<file path="src/rtl/imem_load_ctrl_pkg.sv">
// Shared definitions for the instruction-memory load controller: FSM state
// encodings, counter widths and a small saturating-increment helper.
package imem_load_ctrl_pkg;

   // FSM state encodings (3-bit, kept as plain constants for legacy tooling)
   localparam logic [2:0] StIdle  = 3'd0;
   localparam logic [2:0] StLoad  = 3'd1;
   localparam logic [2:0] StRun   = 3'd2;
   localparam logic [2:0] StScrub = 3'd3;
   localparam logic [2:0] StFault = 3'd4;

   // Byte position within a 32-bit word
   localparam int unsigned ByteIdxW = 2;

   // Width of the scrub event counter
   localparam int unsigned SerrCntW = 16;

   // Increment that sticks at all-ones instead of wrapping
   function automatic logic [SerrCntW-1:0] sat_inc(input logic [SerrCntW-1:0] v);
      logic [SerrCntW-1:0] r;
      if (v == '1) begin
         r = v;
      end else begin
         r = v + SerrCntW'(1);
      end
      return r;
   endfunction

endpackage

</file>
<file path="src/rtl/imem_load_ctrl_if.sv">
// Loader byte stream and imem write port of the load controller.
// The slave side is the controller; the master side is the byte source
// plus the imem write port consumer.
interface imem_load_ctrl_if;

   logic        byte_valid;
   logic [7:0]  byte_data;
   logic        byte_ready;
   logic        imem_we;
   logic [31:0] imem_waddr;
   logic [31:0] imem_wdata;

   modport master (
      output byte_valid,
      output byte_data,
      input  byte_ready,
      input  imem_we,
      input  imem_waddr,
      input  imem_wdata
   );

   modport slave (
      input  byte_valid,
      input  byte_data,
      output byte_ready,
      output imem_we,
      output imem_waddr,
      output imem_wdata
   );

endinterface

</file>
<file path="src/rtl/imem_load_ctrl_packer.sv">
// Little-endian byte packer: collects three bytes in a 24-bit buffer and
// presents the full word combinationally together with the fourth byte.
// word_valid is a one-cycle pulse on the accept of byte 3; the controller
// registers the word, so the imem write lands on the following cycle.
module imem_load_ctrl_packer
   import imem_load_ctrl_pkg::*;
(
   input  logic        clk,
   input  logic        rst,
   input  logic        clear,
   input  logic        accept,
   input  logic [7:0]  byte_data,
   output logic        word_valid,
   output logic [31:0] word
);

   logic [ByteIdxW-1:0] byte_idx_q, byte_idx_d;
   logic [23:0]         pack_q, pack_d;

   // Word completes when the top byte lane is filled
   always_comb begin
      word_valid = accept && (byte_idx_q == 2'd3);
      word       = {byte_data, pack_q};
   end

   // Byte index / buffer next state; clear wins over a byte accept
   always_comb begin
      byte_idx_d = byte_idx_q;
      pack_d     = pack_q;
      if (clear) begin
         byte_idx_d = '0;
         pack_d     = '0;
      end else if (accept) begin
         byte_idx_d = byte_idx_q + ByteIdxW'(1);
         case (byte_idx_q)
            2'd0:    pack_d[7:0]   = byte_data;
            2'd1:    pack_d[15:8]  = byte_data;
            2'd2:    pack_d[23:16] = byte_data;
            default: ;
         endcase
      end
   end

   // Packer state registers
   always_ff @(posedge clk or negedge rst) begin
      if (!rst) begin
         byte_idx_q <= '0;
         pack_q     <= '0;
      end else begin
         byte_idx_q <= byte_idx_d;
         pack_q     <= pack_d;
      end
   end

endmodule

</file>
<file path="src/rtl/imem_load_ctrl.sv">
// Instruction memory load controller. Streams a program in as bytes, packs
// them into words and writes them to imem, then releases the PC via
// loader_done. At run time it scrubs single-bit ECC errors by writing the
// corrected word back and parks in FAULT on double-bit errors.
module imem_load_ctrl
   import imem_load_ctrl_pkg::*;
#(
   parameter logic [31:0] BASE_ADDR = 32'h0000_0000,
   parameter int unsigned MAX_WORDS = 1024,
   parameter int unsigned LEN_W     = 11
) (
   input  logic                clk,
   input  logic                rst,
   input  logic                start,
   input  logic [LEN_W-1:0]    prog_len,
   imem_load_ctrl_if.slave     bus,
   input  logic [31:0]         fetch_addr,
   input  logic [31:0]         fetch_rdata,
   input  logic                s_err,
   input  logic                d_err,
   output logic                loader_done,
   output logic                fatal_err,
   output logic [31:0]         err_addr,
   output logic [SerrCntW-1:0] serr_cnt
);

   localparam logic [LEN_W-1:0] MaxLen = LEN_W'(MAX_WORDS);

   logic [2:0]          state_q, state_d;
   logic [LEN_W-1:0]    len_q, len_d;
   logic [LEN_W-1:0]    word_idx_q, word_idx_d;
   logic                we_q, we_d;
   logic [31:0]         waddr_q, waddr_d;
   logic [31:0]         wdata_q, wdata_d;
   logic                done_q, done_d;
   logic                fatal_q, fatal_d;
   logic [31:0]         err_addr_q, err_addr_d;
   logic [SerrCntW-1:0] serr_q, serr_d;

   logic             byte_ready;
   logic             accept;
   logic             start_go;
   logic             word_valid;
   logic [31:0]      word;
   logic [LEN_W-1:0] len_clamped;

   // Byte stream handshake is purely a function of the state
   always_comb begin
      byte_ready  = (state_q == StLoad);
      accept      = bus.byte_valid && byte_ready;
      len_clamped = (prog_len > MaxLen) ? MaxLen : prog_len;
   end

   imem_load_ctrl_packer u_packer (
      .clk        (clk),
      .rst        (rst),
      .clear      (start_go),
      .accept     (accept),
      .byte_data  (bus.byte_data),
      .word_valid (word_valid),
      .word       (word)
   );

   // FSM next state; the imem write port doubles as the scrub capture register
   always_comb begin
      state_d    = state_q;
      len_d      = len_q;
      word_idx_d = word_idx_q;
      we_d       = 1'b0;
      waddr_d    = waddr_q;
      wdata_d    = wdata_q;
      done_d     = done_q;
      fatal_d    = fatal_q;
      err_addr_d = err_addr_q;
      serr_d     = serr_q;
      start_go   = 1'b0;

      case (state_q)
         StIdle: begin
            if (start) begin
               start_go = 1'b1;
            end
         end
         StLoad: begin
            if (word_valid) begin
               we_d    = 1'b1;
               waddr_d = BASE_ADDR + 32'({word_idx_q, 2'b00});
               wdata_d = word;
            end
            // Advance once the write strobe has been on the bus for its cycle
            if (we_q) begin
               word_idx_d = word_idx_q + LEN_W'(1);
               if (word_idx_q == len_q - LEN_W'(1)) begin
                  state_d = StRun;
                  done_d  = 1'b1;
               end
            end
         end
         StRun: begin
            // Uncorrectable error outranks both reload and scrub
            if (d_err) begin
               state_d    = StFault;
               done_d     = 1'b0;
               fatal_d    = 1'b1;
               err_addr_d = fetch_addr;
            end else if (start) begin
               start_go = 1'b1;
            end else if (s_err) begin
               state_d    = StScrub;
               done_d     = 1'b0;
               we_d       = 1'b1;
               waddr_d    = fetch_addr;
               wdata_d    = fetch_rdata;
               err_addr_d = fetch_addr;
            end
         end
         StScrub: begin
            state_d = StRun;
            done_d  = 1'b1;
            serr_d  = sat_inc(serr_q);
         end
         StFault: begin
            if (start) begin
               start_go = 1'b1;
            end
         end
         default: begin
            state_d = StIdle;
            done_d  = 1'b0;
         end
      endcase

      // Common (re)load entry; an empty program goes straight to RUN
      if (start_go) begin
         len_d      = len_clamped;
         word_idx_d = '0;
         fatal_d    = 1'b0;
         if (len_clamped == '0) begin
            state_d = StRun;
            done_d  = 1'b1;
         end else begin
            state_d = StLoad;
            done_d  = 1'b0;
         end
      end
   end

   // Controller state and registered outputs
   always_ff @(posedge clk or negedge rst) begin
      if (!rst) begin
         state_q    <= StIdle;
         len_q      <= '0;
         word_idx_q <= '0;
         we_q       <= 1'b0;
         waddr_q    <= '0;
         wdata_q    <= '0;
         done_q     <= 1'b0;
         fatal_q    <= 1'b0;
         err_addr_q <= '0;
         serr_q     <= '0;
      end else begin
         state_q    <= state_d;
         len_q      <= len_d;
         word_idx_q <= word_idx_d;
         we_q       <= we_d;
         waddr_q    <= waddr_d;
         wdata_q    <= wdata_d;
         done_q     <= done_d;
         fatal_q    <= fatal_d;
         err_addr_q <= err_addr_d;
         serr_q     <= serr_d;
      end
   end

   assign bus.byte_ready = byte_ready;
   assign bus.imem_we    = we_q;
   assign bus.imem_waddr = waddr_q;
   assign bus.imem_wdata = wdata_q;
   assign loader_done    = done_q;
   assign fatal_err      = fatal_q;
   assign err_addr       = err_addr_q;
   assign serr_cnt       = serr_q;

endmodule

</file>
<file path="src/flat_wrapper.sv">
// flat-port wrapper written by rule: the top's interface ports become plain ports
module imem_load_ctrl_flat import imem_load_ctrl_pkg::*;
#(
   parameter logic [31:0] BASE_ADDR = 32'h0000_0000,
   parameter int unsigned MAX_WORDS = 1024,
   parameter int unsigned LEN_W     = 11
)
  (clk, rst, start, prog_len, fetch_addr, fetch_rdata, s_err, d_err, loader_done, fatal_err, err_addr, serr_cnt, bus_byte_valid, bus_byte_data, bus_byte_ready, bus_imem_we, bus_imem_waddr, bus_imem_wdata);
  imem_load_ctrl_if bus_i ();
  input  logic clk;
  input  logic rst;
  input  logic start;
  input  logic [LEN_W-1:0] prog_len;
  input  logic [31:0] fetch_addr;
  input  logic [31:0] fetch_rdata;
  input  logic s_err;
  input  logic d_err;
  output logic loader_done;
  output logic fatal_err;
  output logic [31:0] err_addr;
  output logic [SerrCntW-1:0] serr_cnt;
  input wire logic [$bits(bus_i.byte_valid)-1:0] bus_byte_valid;
  input wire logic [$bits(bus_i.byte_data)-1:0] bus_byte_data;
  output wire logic [$bits(bus_i.byte_ready)-1:0] bus_byte_ready;
  output wire logic [$bits(bus_i.imem_we)-1:0] bus_imem_we;
  output wire logic [$bits(bus_i.imem_waddr)-1:0] bus_imem_waddr;
  output wire logic [$bits(bus_i.imem_wdata)-1:0] bus_imem_wdata;
  assign bus_i.byte_valid = bus_byte_valid;
  assign bus_i.byte_data = bus_byte_data;
  assign bus_byte_ready = bus_i.byte_ready;
  assign bus_imem_we = bus_i.imem_we;
  assign bus_imem_waddr = bus_i.imem_waddr;
  assign bus_imem_wdata = bus_i.imem_wdata;
  imem_load_ctrl #(.BASE_ADDR(BASE_ADDR), .MAX_WORDS(MAX_WORDS), .LEN_W(LEN_W)) u_core (.clk(clk), .rst(rst), .start(start), .prog_len(prog_len), .bus(bus_i), .fetch_addr(fetch_addr), .fetch_rdata(fetch_rdata), .s_err(s_err), .d_err(d_err), .loader_done(loader_done), .fatal_err(fatal_err), .err_addr(err_addr), .serr_cnt(serr_cnt));
endmodule
</file>
<file path="config.mk">
export PLATFORM = sky130hd
export DESIGN_NAME = imem_load_ctrl_flat
export DESIGN_NICKNAME = d
export VERILOG_FILES = /design/src/rtl/imem_load_ctrl_pkg.sv /design/src/rtl/imem_load_ctrl_if.sv /design/src/rtl/imem_load_ctrl_packer.sv /design/src/rtl/imem_load_ctrl.sv /design/src/flat_wrapper.sv
export SDC_FILE = /design/constraint.sdc
export NUM_CORES = 1
export LEC_CHECK = 0
export BUFFER_PORTS_ARGS = -buffer_cell sky130_fd_sc_hd__clkbuf_2
export CORE_ASPECT_RATIO = 0.9
export CORE_MARGIN = 2
export CORE_UTILIZATION = 50
export DETAILED_ROUTE_END_ITERATION = 16
export PLACE_DENSITY = 0.88
export SLEW_MARGIN = 20
export SYNTH_ARGS = -nofsm -noshare
export SYNTH_HDL_FRONTEND = slang
export SYNTH_SLANG_ARGS = --single-unit
</file>
<file path="constraint.sdc">
create_clock -name clk -period 2.8 [get_ports clk]
set_input_delay 0.28 -clock clk [delete_from_list [all_inputs] [get_ports clk]]
set_output_delay 0.28 -clock clk [all_outputs]
set_load 0.01 [all_outputs]
</file>
Yosys cells after proc, flatten, opt, wreduce, memory -nomap -nowiden. Cells that the tools add are included.

Add/subtract/negate cells: 4. Magnitude comparators: 1. Equality and inequality tests: 19. Muxes and demuxes: 49. Bitwise operators: 1. Reduce and logical (&&, ||, !) cells: 25.

Operator list (count): 2-to-1 mux 32 bit (9); case mux 32 bit (2 select lines) (2); 2-to-1 mux 24 bit (2); 2-to-1 mux 11 bit (4); 2-to-1 mux 8 bit (3); nonzero test 2 bit (10); 2-to-1 mux 3 bit (6); adder 16 x 1 -> 16 bit (second input constant) (1); == test 16 bit (second input constant) (1); 2-to-1 mux 1 bit (16); case mux 3 bit (4 select lines) (1); AND reduction 2 bit (6); adder 11 x 1 -> 11 bit (second input constant) (1); == test 11 bit (1); greater-than comparator 11 bit (second input constant) (1); zero test 11 bit (1); subtractor 11 x 1 -> 11 bit (second input constant) (1); AND reduction 5 bit (2); inequality test 4 x 3 -> 1 bit (second input constant) (2); == test 3 x 2 -> 1 bit (second input constant) (2); 2-to-1 mux 2 bit (3); inequality test 2 x 1 -> 1 bit (second input constant) (3); inequality test 2 bit (second input constant) (3); inequality test 3 x 1 -> 1 bit (second input constant) (2); 13 further kinds (16).

Register bits: 166. Input bits: 89. Output and inout bits: 116.

Longest topological paths before layout.
Depth after elaboration: 6. Mapped depth: 9.

Cells and area by module. Synthesis repeated with hierarchy kept, for this count alone.

Cells, all modules: 658. Area, all modules: 7611.0 um^2.

Modules (own cells, without submodules): imem_load_ctrl (instances 1, cells an instance 548, area each 6308.6 um^2); imem_load_ctrl_packer (instances 1, cells an instance 110, area each 1302.5 um^2).

Least setup slack after synthesis. No wires, ideal clock.

Path type: register -> register. From: reg u_core.len_q[0]. To: reg u_core.state_q[0]. Arrival: 1.833 ns. Setup slack: 0.836 ns. Cell stages (with the launch flop): 10. Cells stage by stage: dfrtp_1 > inv_1 > ha_1 > clkbuf_1 > nor2b_1 > or3_1 > a31oi_1 > nand4_1 > o21a_1 > o21bai_1.

Cells in the longest elaborated chain, start to end: 4.

RTL lines: start, declared (line imem_load_ctrl.sv:30) `logic [LEN_W-1:0] len_q, len_d;`; start signal, assigned (line imem_load_ctrl.sv:163) `len_q <= len_d;`; subtractor 11 x 1 -> 11 bit (line imem_load_ctrl.sv:93) `if (word_idx_q == len_q - LEN_W'(1)) begin`; == test 11 bit (line imem_load_ctrl.sv:93); inequality test 3 x 1 -> 1 bit (no line); AND reduction 5 bit (no line); end signal, assigned (line imem_load_ctrl.sv:151) `state_q <= StIdle;`; end signal, assigned (line imem_load_ctrl.sv:162) `state_q <= state_d;`; end, declared (line imem_load_ctrl.sv:29) `logic [2:0] state_q, state_d;`.

Every way passes these cells. A chain may end at the register's enable or synchronous reset.

Worst setup path after layout.
From: reg u_core.state_q[1]. To: reg u_core.wdata_q[27], in the netlist u_core.bus.imem_wdata[27].

Cells in the longest elaborated chain, start to end: 5.

RTL lines: == test 3 x 1 -> 1 bit (line imem_load_ctrl.sv:49, imem_load_ctrl.sv:78); logical AND 1 bit (line imem_load_ctrl.sv:50) `accept = bus.byte_valid && byte_ready;`; logical AND 1 bit (line imem_load_ctrl_packer.sv:22) `word_valid = accept && (byte_idx_q == 2'd3);`; inequality test 2 x 1 -> 1 bit (no line); AND reduction 5 bit (no line); end signal, assigned (line imem_load_ctrl.sv:167) `wdata_q <= wdata_d;`; end, declared (line imem_load_ctrl.sv:34) `logic [31:0] wdata_q, wdata_d;`.

Several ways; a longest one is shown, not always the timed one.

==> flow_metrics.py <==
metrics = {
    "routing": {
        "drc_errors": 0,
        "avgRoutedWirePerCell_um": 16.6,
        "first_iter_violations": 403,
        "firstDrtPassIters": 5,
        "vias": 5839,
        "vias_per_cell": 5.40,
        "detail-route-antenna-nets": 0,
        "routed_wl_um": 18000,
    },
    "yosys": {
        "yosys_warnings": 0,
        "yosysMostFrequentCell": "dfrtp_1",
        "synthTopCellsByArea": "dfrtp_1, mux2i_1, mux2_2, nand2_1, a22o_1",
        "synth_cell_types": 49,
        "synth_common_cells": "dfrtp_1, nand2_1, o21ai_0",
        "ys_async_sr_fraction_pct": 100,
        "synthCells": 679,
        "synth_fp_nets": 775,
        "yosysTopAreaCell": "dfrtp_1",
        "ys.flop_type": "dfrtp_1",
        "yosysTopAreaCellShare_pct": 55.9,
        "synth-edff-count": 0,
        "syn_area_um2": 7430,
        "ys_seq_elements": 166,
        "ys_seq_area_share_pct": 55.9,
        "syn_area_per_cell_um2": 10.9,
    },
    "sta": {
        "finalSetupViolations": 0,
        "finClkSkew_ns": 0.0108,
        "fmax_mhz": 433,
        "timing.hold.ws_ns": 0.101,
        "fin_crit_sh_pct": 82.4,
        "period_needed_ns": 2.31,
        "worstMarginPinSlew_ns": 0.956,
        "hold_viol": 0,
        "rsz0062_at_grt": "no",
        "final.setup.tns_ns": 0,
        "slew-limit-headroom_pct": 36.2,
        "slew_violations": 0,
    },
    "critical_path": {
        "arrival_ns": 2.64,
        "worstPathMaxFanout": 65,
        "cp-start-kind": "flip-flop",
        "path_class": "flip-flop to flip-flop",
        "worstPathRequired_ns": 3.14,
        "cp-end-kind": "flip-flop",
    },
    "clock_tree": {
        "cts.hold.buffers_added": 1,
        "clk_latency_ns": 0.42,
        "cts_tree": "done",
        "htree_num_levels": 4,
        "clkSlewWorstSetupHoldPaths_ns": 0.06,
        "post_cts_buffers": 0,
        "cts_buffers": 17,
        "cts.root.buffer_cell": "clkbuf_16",
        "cts_num_sinks": 166,
        "clk_path_buf_depth": 2,
        "cts_resized": 0,
    },
    "global_routing": {
        "grt-ovfl-total": 0,
        "grt_pass1_vias": 5778,
        "grtUsageTotal_pct": 23.2,
        "antenna_found_initial": 0,
        "grt_max_degree": 74,
        "grt_pass1_wl_um": 29400,
    },
    "floorplan": {
        "fp.dieArea_um2": 15800,
        "die_y_um": 120,
        "rows": 42,
        "placeableCoreArea_um2": 14600,
        "fp.dieW_um": 132,
        "ios": 205,
        "initial_core_util_pct": 50.8,
    },
    "placed_design": {
        "portBuffers": 204,
        "place_congestion": 0.859,
        "dp_hpwl_um": 12700,
    },
    "run": {
        "drv_cap": 0,
    },
    "pwr": {
        "p_total_mw": 9.74,
        "vdd_drop_max_mv": 0.697,
        "power_leakage_nw": 4.51,
        "power_density_nw_per_um2": 1060,
    },
    "status": {
        "status": "finished, final reports clean",
    },
    "finish": {
        "fin_nets": 967,
        "syn2layout_area_growth_pct": 24.1,
        "drive_gt1_share_pct": 32.2,
        "antenna_cells": 0,
    },
    "hold_path": {
        "hold_class": "input port to flip-flop",
    },
}
## stage by stage
step / utilization, % / std cells / setup WS [ns] / instance area (um^2)
after detailed placement: 59.3 / 1049 / 0.498 / 8660
after floorplan: - / 679 / 0.836 / 7430
after global placement: 59.3 / 1049 / 0.580 / 8660
final: 63.1 / 1082 / 0.493 / 9220
after CTS: 63.1 / 1082 / 0.502 / 9220
after global routing: 63.1 / 1082 / 0.276 / 9220
## final timing paths
| path | start | endpoint | slack (ns) | cells past startpoint |
|---|---|---|---|---|
| min in group asynchronous | rst | u_core.bus.imem_wdata[4]$_DFFE_PN0P_ | 0.45 | 2 |
| max in group asynchronous | rst | u_core.serr_cnt[2]$_DFFE_PN0P_ | 1.57 | 3 |
| max | u_core.state_q[1]$_DFFE_PN0P_ | u_core.bus.imem_wdata[27]$_DFFE_PN0P_ | 0.49 | 6 |
| min | prog_len[4] | u_core.len_q[4]$_DFFE_PN0P_ | 0.10 | 2 |
| max reg2reg | u_core.state_q[1]$_DFFE_PN0P_ | u_core.bus.imem_wdata[27]$_DFFE_PN0P_ | 0.49 | 6 |
| min reg2reg | u_core.bus.imem_wdata[29]$_DFFE_PN0P_ | u_core.bus.imem_wdata[29]$_DFFE_PN0P_ | 0.48 | 2 |
## power breakdown
| group | switching (mW) | total [mW] | internal, mW |
|---|---|---|---|
| registers | 0.648 | 3.92 | 3.27 |
| clock network | 0.973 | 2.17 | 1.20 |
| logic | 1.96 | 3.65 | 1.69 |
| total | 3.58 | 9.74 | 6.16 |
## critical path, stage by stage (launching register included)
cell     delay [ns]
dfrtp_1        0.46
nor3b_2        0.22
and3_1         0.22
a21oi_4        0.73
buf_12         0.34
nand2_1        0.11
o21ai_1        0.10
## state kept, by name, indices dropped and copies added (netlist names)
name	cells
u_core.len_q	11
u_core.serr_cnt	16
u_core.loader_done	1
u_core.bus.imem_wdata	32
u_core.err_addr	32
u_core.bus.imem_waddr	32
u_core.bus.imem_we	1
u_core.u_packer.pack_q	24
u_core.word_idx_q	11
u_core.state_q	3
u_core.fatal_err	1
u_core.u_packer.byte_idx_q	2
## kinds of logic after synthesis
logic type      Yosys count  synth area share, %
compound gates          126                 10.6
xor+xnor                 38                 4.48
fa+ha+maj                 7                 1.18
buf+inv                  47                 2.64
flops                   166                 55.9
mux                      77                 10.9
simple gates            218                 14.3
## layout by cell type (no fill, tap or decap), types with 3 or more instances in the layout
master	n
nor4_1	3
nand3_1	35
clkinvlp_4	4
o21ai_0	46
nand3b_1	6
and3_1	10
mux2_2	33
buf_4	6
and2_1	5
clkbuf_16	17
a22o_1	27
ha_1	7
xnor2_1	22
mux2i_1	44
buf_12	3
nand4_1	7
o21ai_1	3
dfrtp_1	166
nor3_1	9
a21oi_1	31
nand2_1	98
clkbuf_2	203
inv_6	3
inv_1	6
xor2_1	16
nor2_1	25
nor2b_1	5
a31oi_1	3
## metal layers
metal | global-route usage (%) | vias up | share of wire, % | wire, um
met4 | 7.73 | 0 | 1.6 | 281
met2 | 37.3 | 210 | 48 | 8640
met1 | 31.4 | 2837 | 44 | 7920
li1 | - | 2765 | - | -
met3 | 5.03 | 27 | 6.3 | 1130
met5 | 0 | - | 0 | 0
## cell type report
class,count,area [um^2]
fillers,1208,5390
flip-flops and latches,166,4150
multi-input cells,466,3100
repair buffers,214,1140
clock buffers,20,457
well taps,198,248
clock inverters,12,95.1
inverters,6,22.5
Note: power is estimated with default switching activity, not from simulation.
